==> config.mk <==
export PLATFORM = sky130hd
export DESIGN_NAME = ctrl_pipe
export DESIGN_NICKNAME = d
export VERILOG_FILES = /design/src/rtl/ctrl_pkg.sv /design/src/rtl/ctrl_decode.sv /design/src/rtl/ctrl_pipe.sv
export SDC_FILE = /design/constraint.sdc
export NUM_CORES = 1
export LEC_CHECK = 0
export BUFFER_PORTS_ARGS = -buffer_cell sky130_fd_sc_hd__buf_2
export CORE_MARGIN = 4
export CORE_UTILIZATION = 30
export DETAILED_ROUTE_END_ITERATION = 10
export GPL_TIMING_DRIVEN = 0
export PLACE_DENSITY = 0.55
export SLEW_MARGIN = 20
export SYNTH_ARGS = -nofsm -noshare
export SYNTH_HDL_FRONTEND = slang
export SYNTH_SLANG_ARGS = --single-unit
==> constraint.sdc <==
create_clock -name clk_i -period 4.7 [get_ports clk_i]
set_input_delay 0.47 -clock clk_i [delete_from_list [all_inputs] [get_ports clk_i]]
set_output_delay 0.47 -clock clk_i [all_outputs]
set_load 0.005 [all_outputs]
==> src/rtl/ctrl_pkg.sv <==
// Shared encodings and control-bundle types for the pipelined RV32I control unit.
package ctrl_pkg;

  localparam logic [6:0] OpR      = 7'b0110011;
  localparam logic [6:0] OpImm    = 7'b0010011;
  localparam logic [6:0] OpLoad   = 7'b0000011;
  localparam logic [6:0] OpStore  = 7'b0100011;
  localparam logic [6:0] OpBranch = 7'b1100011;
  localparam logic [6:0] OpJal    = 7'b1101111;
  localparam logic [6:0] OpJalr   = 7'b1100111;

  localparam logic [1:0] WbAlu = 2'b00;
  localparam logic [1:0] WbMem = 2'b01;
  localparam logic [1:0] WbPc4 = 2'b10;

  localparam logic [1:0] JmpNone = 2'b00;
  localparam logic [1:0] JmpJal  = 2'b01;
  localparam logic [1:0] JmpJalr = 2'b10;

  localparam logic [1:0] FwdRf    = 2'b00;
  localparam logic [1:0] FwdExMem = 2'b10;
  localparam logic [1:0] FwdMemWb = 2'b01;

  localparam int unsigned ExCtrlW  = 3;
  localparam int unsigned MemCtrlW = 3;
  localparam int unsigned WbCtrlW  = 3;
  localparam int unsigned JumpW    = 2;
  localparam int unsigned FwdW     = 2;

  typedef struct packed {
    logic [1:0] alu_op;
    logic       alu_src;
  } ex_ctrl_t;

  typedef struct packed {
    logic branch;
    logic mem_read;
    logic mem_write;
  } mem_ctrl_t;

  typedef struct packed {
    logic       reg_write;
    logic [1:0] wb_sel;
  } wb_ctrl_t;

endpackage

==> src/rtl/ctrl_decode.sv <==
// Pure combinational opcode decoder: control bundles plus register-usage flags.
module ctrl_decode
  import ctrl_pkg::*;
(
  input  logic             [31:0] instr_i,
  input  logic                    valid_i,
  output ex_ctrl_t                ex_ctrl_o,
  output logic       [JumpW-1:0]  jump_o,
  output mem_ctrl_t               mem_ctrl_o,
  output wb_ctrl_t                wb_ctrl_o,
  output logic                    rs1_used_o,
  output logic                    rs2_used_o,
  output logic                    rd_used_o
);

  always_comb begin
    ex_ctrl_o  = '0;
    jump_o     = JmpNone;
    mem_ctrl_o = '0;
    wb_ctrl_o  = '0;
    rs1_used_o = 1'b0;
    rs2_used_o = 1'b0;
    rd_used_o  = 1'b0;
    if (valid_i) begin
      case (instr_i[6:0])
        OpR: begin
          ex_ctrl_o.alu_op    = 2'b10;
          wb_ctrl_o.reg_write = 1'b1;
          wb_ctrl_o.wb_sel    = WbAlu;
          rs1_used_o          = 1'b1;
          rs2_used_o          = 1'b1;
          rd_used_o           = 1'b1;
        end
        OpImm: begin
          ex_ctrl_o.alu_op    = 2'b10;
          ex_ctrl_o.alu_src   = 1'b1;
          wb_ctrl_o.reg_write = 1'b1;
          wb_ctrl_o.wb_sel    = WbAlu;
          rs1_used_o          = 1'b1;
          rd_used_o           = 1'b1;
        end
        OpLoad: begin
          ex_ctrl_o.alu_op     = 2'b00;
          ex_ctrl_o.alu_src    = 1'b1;
          mem_ctrl_o.mem_read  = 1'b1;
          wb_ctrl_o.reg_write  = 1'b1;
          wb_ctrl_o.wb_sel     = WbMem;
          rs1_used_o           = 1'b1;
          rd_used_o            = 1'b1;
        end
        OpStore: begin
          ex_ctrl_o.alu_src    = 1'b1;
          mem_ctrl_o.mem_write = 1'b1;
          rs1_used_o           = 1'b1;
          rs2_used_o           = 1'b1;
        end
        OpBranch: begin
          ex_ctrl_o.alu_op  = 2'b01;
          mem_ctrl_o.branch = 1'b1;
          rs1_used_o        = 1'b1;
          rs2_used_o        = 1'b1;
        end
        OpJal: begin
          ex_ctrl_o.alu_op    = 2'b11;
          jump_o              = JmpJal;
          wb_ctrl_o.reg_write = 1'b1;
          wb_ctrl_o.wb_sel    = WbPc4;
          rd_used_o           = 1'b1;
        end
        OpJalr: begin
          ex_ctrl_o.alu_src   = 1'b1;
          jump_o              = JmpJalr;
          wb_ctrl_o.reg_write = 1'b1;
          wb_ctrl_o.wb_sel    = WbPc4;
          rs1_used_o          = 1'b1;
          rd_used_o           = 1'b1;
        end
        default: ;
      endcase
    end
  end

endmodule

==> src/rtl/ctrl_pipe.sv <==
// Pipelined control unit: ID/EX, EX/MEM, MEM/WB control registers with load-use
// hazard detection, bubble insertion and EX-stage forwarding selects.
module ctrl_pipe
  import ctrl_pkg::*;
#(
  parameter int unsigned REG_ADDR_W = 5,
  parameter bit          HAZARD_EN  = 1'b1,
  parameter bit          FWD_EN     = 1'b1
) (
  input  logic                  clk_i,
  input  logic                  rst_i,
  input  logic [31:0]           instr_i,
  input  logic                  id_valid_i,
  input  logic                  stall_i,
  input  logic                  flush_i,
  output logic [ExCtrlW-1:0]    ex_ctrl_o,
  output logic [JumpW-1:0]      ex_jump_o,
  output logic [REG_ADDR_W-1:0] ex_rs1_o,
  output logic [REG_ADDR_W-1:0] ex_rs2_o,
  output logic [REG_ADDR_W-1:0] ex_rd_o,
  output logic [MemCtrlW-1:0]   mem_ctrl_o,
  output logic [REG_ADDR_W-1:0] mem_rd_o,
  output logic [WbCtrlW-1:0]    wb_ctrl_o,
  output logic [REG_ADDR_W-1:0] wb_rd_o,
  output logic                  hazard_o,
  output logic [FwdW-1:0]       fwd_a_o,
  output logic [FwdW-1:0]       fwd_b_o
);

  ex_ctrl_t              dec_ex;
  logic [JumpW-1:0]      dec_jump;
  mem_ctrl_t             dec_mem;
  wb_ctrl_t              dec_wb;
  logic                  dec_rs1_used, dec_rs2_used, dec_rd_used;
  logic [REG_ADDR_W-1:0] id_rs1, id_rs2, id_rd;
  logic                  hazard;
  logic                  kill_id;

  // ID/EX
  ex_ctrl_t              ex_ctrl_q;
  logic [JumpW-1:0]      ex_jump_q;
  logic [REG_ADDR_W-1:0] ex_rs1_q, ex_rs2_q, ex_rd_q;
  mem_ctrl_t             ex_mem_q;
  wb_ctrl_t              ex_wb_q;
  // EX/MEM
  mem_ctrl_t             mem_ctrl_q;
  wb_ctrl_t              mem_wb_q;
  logic [REG_ADDR_W-1:0] mem_rd_q;
  // MEM/WB
  wb_ctrl_t              wb_ctrl_q;
  logic [REG_ADDR_W-1:0] wb_rd_q;

  logic unused_instr;
  assign unused_instr = ^{instr_i[31:25], instr_i[14:12]};

  ctrl_decode u_decode (
    .instr_i   (instr_i),
    .valid_i   (id_valid_i),
    .ex_ctrl_o (dec_ex),
    .jump_o    (dec_jump),
    .mem_ctrl_o(dec_mem),
    .wb_ctrl_o (dec_wb),
    .rs1_used_o(dec_rs1_used),
    .rs2_used_o(dec_rs2_used),
    .rd_used_o (dec_rd_used)
  );

  // Unused tags are zeroed so a stale field can never match a live rd.
  always_comb begin
    id_rs1 = dec_rs1_used ? REG_ADDR_W'(instr_i[19:15]) : '0;
    id_rs2 = dec_rs2_used ? REG_ADDR_W'(instr_i[24:20]) : '0;
    id_rd  = dec_rd_used  ? REG_ADDR_W'(instr_i[11:7])  : '0;
    hazard = HAZARD_EN && ex_mem_q.mem_read && (ex_rd_q != '0) &&
             ((id_rs1 == ex_rd_q) || (id_rs2 == ex_rd_q));
    kill_id = flush_i || hazard;
  end

  always_ff @(posedge clk_i) begin
    if (!rst_i) begin
      ex_ctrl_q  <= '0;
      ex_jump_q  <= '0;
      ex_rs1_q   <= '0;
      ex_rs2_q   <= '0;
      ex_rd_q    <= '0;
      ex_mem_q   <= '0;
      ex_wb_q    <= '0;
      mem_ctrl_q <= '0;
      mem_wb_q   <= '0;
      mem_rd_q   <= '0;
      wb_ctrl_q  <= '0;
      wb_rd_q    <= '0;
    end else if (!stall_i) begin
      if (kill_id) begin
        ex_ctrl_q <= '0;
        ex_jump_q <= '0;
        ex_rs1_q  <= '0;
        ex_rs2_q  <= '0;
        ex_rd_q   <= '0;
        ex_mem_q  <= '0;
        ex_wb_q   <= '0;
      end else begin
        ex_ctrl_q <= dec_ex;
        ex_jump_q <= dec_jump;
        ex_rs1_q  <= id_rs1;
        ex_rs2_q  <= id_rs2;
        ex_rd_q   <= id_rd;
        ex_mem_q  <= dec_mem;
        ex_wb_q   <= dec_wb;
      end
      mem_ctrl_q <= ex_mem_q;
      mem_wb_q   <= ex_wb_q;
      mem_rd_q   <= ex_rd_q;
      wb_ctrl_q  <= mem_wb_q;
      wb_rd_q    <= mem_rd_q;
    end
  end

  function automatic logic [FwdW-1:0] fwd_sel(input logic [REG_ADDR_W-1:0] rs);
    if (mem_wb_q.reg_write && (mem_rd_q != '0) && (mem_rd_q == rs)) begin
      return FwdExMem;
    end else if (wb_ctrl_q.reg_write && (wb_rd_q != '0) && (wb_rd_q == rs)) begin
      return FwdMemWb;
    end
    return FwdRf;
  endfunction

  assign ex_ctrl_o  = ex_ctrl_q;
  assign ex_jump_o  = ex_jump_q;
  assign ex_rs1_o   = ex_rs1_q;
  assign ex_rs2_o   = ex_rs2_q;
  assign ex_rd_o    = ex_rd_q;
  assign mem_ctrl_o = mem_ctrl_q;
  assign mem_rd_o   = mem_rd_q;
  assign wb_ctrl_o  = wb_ctrl_q;
  assign wb_rd_o    = wb_rd_q;
  assign hazard_o   = hazard;
  assign fwd_a_o    = FWD_EN ? fwd_sel(ex_rs1_q) : FwdRf;
  assign fwd_b_o    = FWD_EN ? fwd_sel(ex_rs2_q) : FwdRf;

endmodule

Yosys cells after proc, flatten, opt, wreduce, memory -nomap -nowiden:

Index checks and enable logic that the tools add are counted.

* bits in registers: 45
* input port bits: 37
* output and inout port bits: 41
* word-level logic and storage cells: 89

* eq/ne operators: 13
* muxes and demuxes: 37
* reduce and logical (&&, ||, !) cells: 19

Operators by type and width (number)
* 5-bit == test: 6
* 5-bit 2-to-1 mux: 6
* 7-bit == test, second input constant: 3
* 3-bit 2-to-1 mux: 6
* 2-bit 2-to-1 mux: 8
* 5-bit nonzero test: 3
* 7-bit by 6-bit == test with 1-bit output, second input constant: 2
* 1-bit 2-to-1 mux: 14
* 3-bit case mux with 3 select lines: 1
* 1-bit logical AND: 8
* 7-bit by 2-bit == test with 1-bit output, second input constant: 1
* 7-bit by 5-bit == test with 1-bit output, second input constant: 1
* 2-bit case mux with 3 select lines: 1
* 6-bit OR reduction: 1
* 5-bit OR reduction: 1
* 2-bit case mux with 2 select lines: 1
* 2-bit OR reduction: 2
* 4-bit OR reduction: 1
* 3-bit OR reduction: 1
* 1-bit logical OR: 2

Longest topological paths before layout:

* depth in word-level cells: 10
* gate-level depth with buffers: 8
* depth with buffers taken out: 6

Hierarchy:

Synthesis repeated with hierarchy kept, for this count alone.

* cells, all modules: 227
* area, all modules: 2265.9 um^2

By module, submodules not included
* ctrl_pipe: instances 1, cells each 196, area each 2090.8 um^2, sequential area each 900.9 um^2
* ctrl_decode: instances 1, cells each 31, area each 175.2 um^2, sequential area each 0.0 um^2

Least setup slack after synthesis:

No wires, ideal clock.

* path type: input port to output port
* from: input instr_i[18]
* to: output hazard_o
* arrival time: 1671 ps
* required time: 4230 ps
* setup slack: 2559 ps
* stages on the path: 5
* buffers on the path: 0
* path through: nor2b_1 > or4_1 > a211oi_1 > o211ai_2 > a21oi_1

* cells in the longest elaborated chain, start to end: 4

RTL lines
* start: declaration: line ctrl_pipe.sv:12 `input logic [31:0] instr_i,`
* 5-bit 2-to-1 mux: line ctrl_pipe.sv:70 `id_rs1 = dec_rs1_used ? REG_ADDR_W'(instr_i[19:15]) : '0;`
* 5-bit == test: line ctrl_pipe.sv:74 `((id_rs1 == ex_rd_q) || (id_rs2 == ex_rd_q));`
* 1-bit logical OR: line ctrl_pipe.sv:74
* 1-bit logical AND: line ctrl_pipe.sv:73 `hazard = HAZARD_EN && ex_mem_q.mem_read && (ex_rd_q != '0) &&`
* end: declaration: line ctrl_pipe.sv:25 `output logic hazard_o,`

Every way passes these cells.

Worst setup path after layout:

* from: register ex_rd_q[3], in the netlist ex_rd_o[3]
* to: output hazard_o

* cells in the longest elaborated chain, start to end: 3
* elaborated cells on any way between the ends: 6
* classes of those cells: 2 x eq/ne; 4 x reduce/logical

RTL lines
* start: declaration: line ctrl_pipe.sv:42 `logic [REG_ADDR_W-1:0] ex_rs1_q, ex_rs2_q, ex_rd_q;`
* start signal: assignment: line ctrl_pipe.sv:106 `ex_rd_q <= id_rd;`
* 5-bit == test / 5-bit nonzero test (equally long branches): line ctrl_pipe.sv:74, ctrl_pipe.sv:73
* 1-bit logical OR / 1-bit logical AND (equally long branches): line ctrl_pipe.sv:74, ctrl_pipe.sv:73
* 1-bit logical AND *: line ctrl_pipe.sv:73

Mark *: on every way between the ends. The rest lies on a longest branch, timed or not.

==> tab_implementation.tex <==
\begin{tabular}{lr}
\hline
Metric & Value \\
\hline
\multicolumn{2}{l}{\textbf{Route}} \\
Drt pass-1 iters & 6 \\
Vias post-DR & around 2200 \\
Number of antenna-violating nets in the routed design & 0 \\
DR vias/cell & between 4 and 5 \\
Routed wire length & around 6900 um \\
Number of design rule violations left after detail routing & 0 \\
Initial DRC Count & 93 \\
Per-cell routed wire length & between 15 and 20 um \\
\multicolumn{2}{l}{\textbf{Critical path}} \\
Kind of start point of the critical path & flop \\
Element type at the critical path end & output pin \\
Worst-case register-to-register setup slack & $\sim$2.4 ns \\
Largest stage delay on the critical path & approximately 0.52 ns \\
Cell family with most CP delay & compound AO/OA/AOI/OAI gates \\
Worst reg-to-reg path cell count & 7 \\
Cell with the biggest individual delay on the critical path & dfxtp\_1 \\
Worst Path Max Fanout & 9 \\
Crit path launch & ex\_rd\_o[3] \\
Critical Path RT & 4.23 ns \\
Path type of the worst setup path & reg -> out \\
Destination of the worst register-to-register timing path & ex\_rs1\_o[2] \\
Data arrival, critical path & roughly 2.2 ns \\
Cells along the critical path & nor2b\_1 -> or4\_1 -> a211oi\_1 -> o211ai\_2 -> a21oi\_1 -> buf\_2 \\
Capturing element of the worst setup path & hazard\_o \\
Start of the worst register-to-register path & ex\_rd\_o[3] \\
Critical Path Stages & 6 \\
Buf/Inv on CP & 1 \\
\multicolumn{2}{l}{\textbf{Floorplan}} \\
Initial standard-cell utilization of the core & a little under a third \\
Height of the die & between 100 and 150 um \\
CORE AREA & just over 8000 um2 \\
Count of boundary I/O pins & 78 \\
Width of the chip & about 100 um \\
Die ar. & approximately 10000 um2 \\
Num rows & 33 \\
\multicolumn{2}{l}{\textbf{Synthesis}} \\
Biggest area contributors in the synthesized netlist & dfxtp\_1 (35\%), mux2i\_1 (9.4\%), nor2b\_1 (5.9\%) \\
Xor/xnor share of the synthesized area & under 10\% \\
EDFF count, synth & 0 \\
Main combinational cell family by area after synthesis & simple AND/OR/NAND/NOR gates \\
Sequential-to-total area share from yosys stat & 35.3\% \\
Avg Synthesized Cell Area & between 9 and 10 um2 \\
Primary flip-flop cell chosen by synthesis mapping & dfxtp\_1 \\
Number of storage elements in the synthesis netlist & 45 \\
Synth Area in Adders & 0\% \\
Mux contribution to synthesized area & 9.42\% \\
Fraction of the mapped netlist area in compound gates & approximately 14\% \\
Distinct cell type count after synthesis & 50 \\
Area fraction in and, or, nand and nor cells after synthesis & between 20\% and 30\% \\
Synth area leader & dfxtp\_1 \\
Number of warnings issued by yosys & 0 \\
Post-synthesis instance area & $\sim$2600 um2 \\
Post-synth ARST share & 0\% \\
Gate Count Post-Synth & around 270 \\
Post-synthesis net count & approximately 310 \\
Share of Yosys cell area claimed by the top area cell type & approximately a third \\
\multicolumn{2}{l}{\textbf{Finish}} \\
Total Nets Final & 380 \\
Post-route cell area & roughly 3100 um2 \\
Fraction of final layout cells sized beyond drive strength 1 & a little over 30\% \\
Most frequent standard cell in the layout excluding fill and tap cells & buf\_2 \\
Post-layout utilization of the core & between 30\% and 40\% \\
Antenna diode count & 0 \\
Most frequent cells in the layout & buf\_2 (67), dfxtp\_1 (45), nand2\_1 (27) \\
Layout Area Growth over Synthesis & 22.4\% \\
\multicolumn{2}{l}{\textbf{Min path}} \\
Hold Startpoint & ex\_ctrl\_o[1] \\
Class of the tightest hold or removal check & reg -> reg \\
\multicolumn{2}{l}{\textbf{STA}} \\
Number of failing setup endpoints in the final timing report & 0 \\
Final min period & $\sim$2.7 ns \\
Transition time at the pin with the least slew margin & 0.698 ns \\
Setup repair after global routing missed its margin & false \\
Relative slew margins & between 50\% and 60\% \\
Period utilization & between 50\% and 60\% \\
Final setup TNS & 0 ns \\
Worst hold margin & $\sim$0.45 ns \\
Highest achievable clock rate & approximately 380 MHz \\
Worst clock skew & a little over 0.004 ns \\
Max Slew Vio Count & 0 \\
Final-report hold violation count & 0 \\
\multicolumn{2}{l}{\textbf{Power}} \\
Reg power frac & between 50\% and 60\% \\
Share of power burned in the clock network & a little under two fifths \\
Net switching power of the design & about 0.18 mW \\
Relative contribution of combinational cells to total power & 11.6\% \\
Static power due to leakage & around 1.4 nW \\
Power density normalized to cell area & 244 nW/um2 \\
Net Sw Frac & 24.0\% \\
Worst-case vdd ir drop & approximately 0.12 mV \\
Internal power & about 0.58 mW \\
\multicolumn{2}{l}{\textbf{Placement}} \\
Half-perimeter wire length of the detailed placement result & $\sim$5500 um \\
Number of port buffers & 67 \\
GPL Wtd Cong & between 0.8 and 0.9 \\
Placed Area & between 3000 and 4000 um2 \\
\multicolumn{2}{l}{\textbf{Clocking}} \\
Post-cts sizing count & 0 \\
Clock tree from TritonCTS & done \\
Num CTS Buffers & 5 \\
Total number of H-tree levels & 2 \\
Maximum count of clock buffers along a single path & 2 \\
TritonCTS sink count & 45 \\
Clock slew at reported path FFs & about 0.080 ns \\
CTS hold repair buffers & 0 \\
Clock latency reported for the late side of the worst-skew pair & 0.29 ns \\
Clock tree root buffer cell & clkbuf\_8 \\
Buffers inserted during post-CTS setup optimization & 0 \\
\multicolumn{2}{l}{\textbf{Global routing}} \\
GRT Overall Usage & between 10\% and 20\% \\
Global route overflow & 0 \\
Via count of the first global-routing pass & 2204 \\
Initial antenna violation count & 0 \\
Largest net degree at the start of global routing & 14 \\
First-pass GRT wire length & $\sim$11000 um \\
\multicolumn{2}{l}{\textbf{Run}} \\
Max cap viols & 0 \\
\multicolumn{2}{l}{\textbf{Run status}} \\
Outcome & complete, no violations \\
\hline
\end{tabular}
[tightest hold or removal path, cell delays in order, from the launching register on]
cell and delay [ns]:
dfxtp_1 0.33, nand2_1 0.06, o21ai_2 0.04
[power by group through the flow]
stage	sequential, mW	clock, mW	combinational (mW)
after floorplan	0.396	0	0.0545
after global placement	0.397	0	0.0877
after detailed placement	0.398	0	0.0885
after CTS	0.389	0.293	0.0888
after global routing	0.389	0.308	0.0970
final	0.388	0.284	0.0880
[state kept, by name (all words and copies together), names as in the netlist]
signal / count
ex_rs2_o: 5
ex_rs1_o: 5
mem_wb_q: 3
wb_rd_o: 5
ex_wb_q: 3
mem_rd_o: 5
ex_rd_o: 5
ex_jump_o: 2
mem_ctrl_o: 3
wb_ctrl_o: 3
ex_mem_q: 3
ex_ctrl_o: 3
[synth_stat cells, types with 8 or more instances]
| cell type | count |
|---|---|
| nor3_1 | 8 |
| nand3b_1 | 11 |
| xor2_1 | 15 |
| mux2i_1 | 24 |
| nand2_1 | 27 |
| nor2b_1 | 24 |
| xnor2_1 | 9 |
| o31ai_1 | 10 |
| dfxtp_1 | 45 |
[final cells by class]
class / count / area, um2
fillers: 869 / 5140
multi-input cells: 208 / 1530
flip-flops and latches: 45 / 901
repair buffers: 67 / 335
well taps: 105 / 131
plain buffers: 16 / 125
clock buffers: 5 / 68.8
clock inverters: 2 / 35.0
[cells by family (layout without fill, tap and decap cells)]
family / count (synthesis) / in the layout
and+or+nand+nor: 117 / 117
xor gates and xnor gates: 24 / 24
DFF: 45 / 45
AOI/OAI and AO/OA: 43 / 43
buffers and inverters: 16 / 90
muxes: 24 / 24
[routing by layer]
layer / global-route usage [%] / up-vias / wire length (um)
met2: 21.3 / 67 / 3080
met3: 2.92 / 6 / 407
met5: 0 / - / 0
met4: 4.04 / 0 / 85
li1: - / 1130 / -
met1: 19.9 / 1025 / 3370
[stage by stage]
stage | setup slack [ns] | power (mW) | cells
final | 2.04 | 0.760 | 448
after global routing | 1.87 | 0.794 | 448
after CTS | 2.02 | 0.771 | 448
after detailed placement | 2.24 | 0.486 | 441
after global placement | 2.20 | 0.485 | 441
after floorplan | 2.56 | 0.451 | 269
[worst min path at each step]
stage | to | slack, ns | cells past startpoint
finish | ex_ctrl_o[1] | 0.45 | 2
global route | ex_rs1_o[1] | 0.49 | 3
CTS | ex_rd_o[4] | 0.45 | 3
detailed placement | ex_ctrl_o[1] | 0.44 | 2
global placement | ex_ctrl_o[0] | 0.44 | 2
floorplan | ex_wb_q[0] | 0.42 | 2
Note: power is estimated with default switching activity, not from simulation.
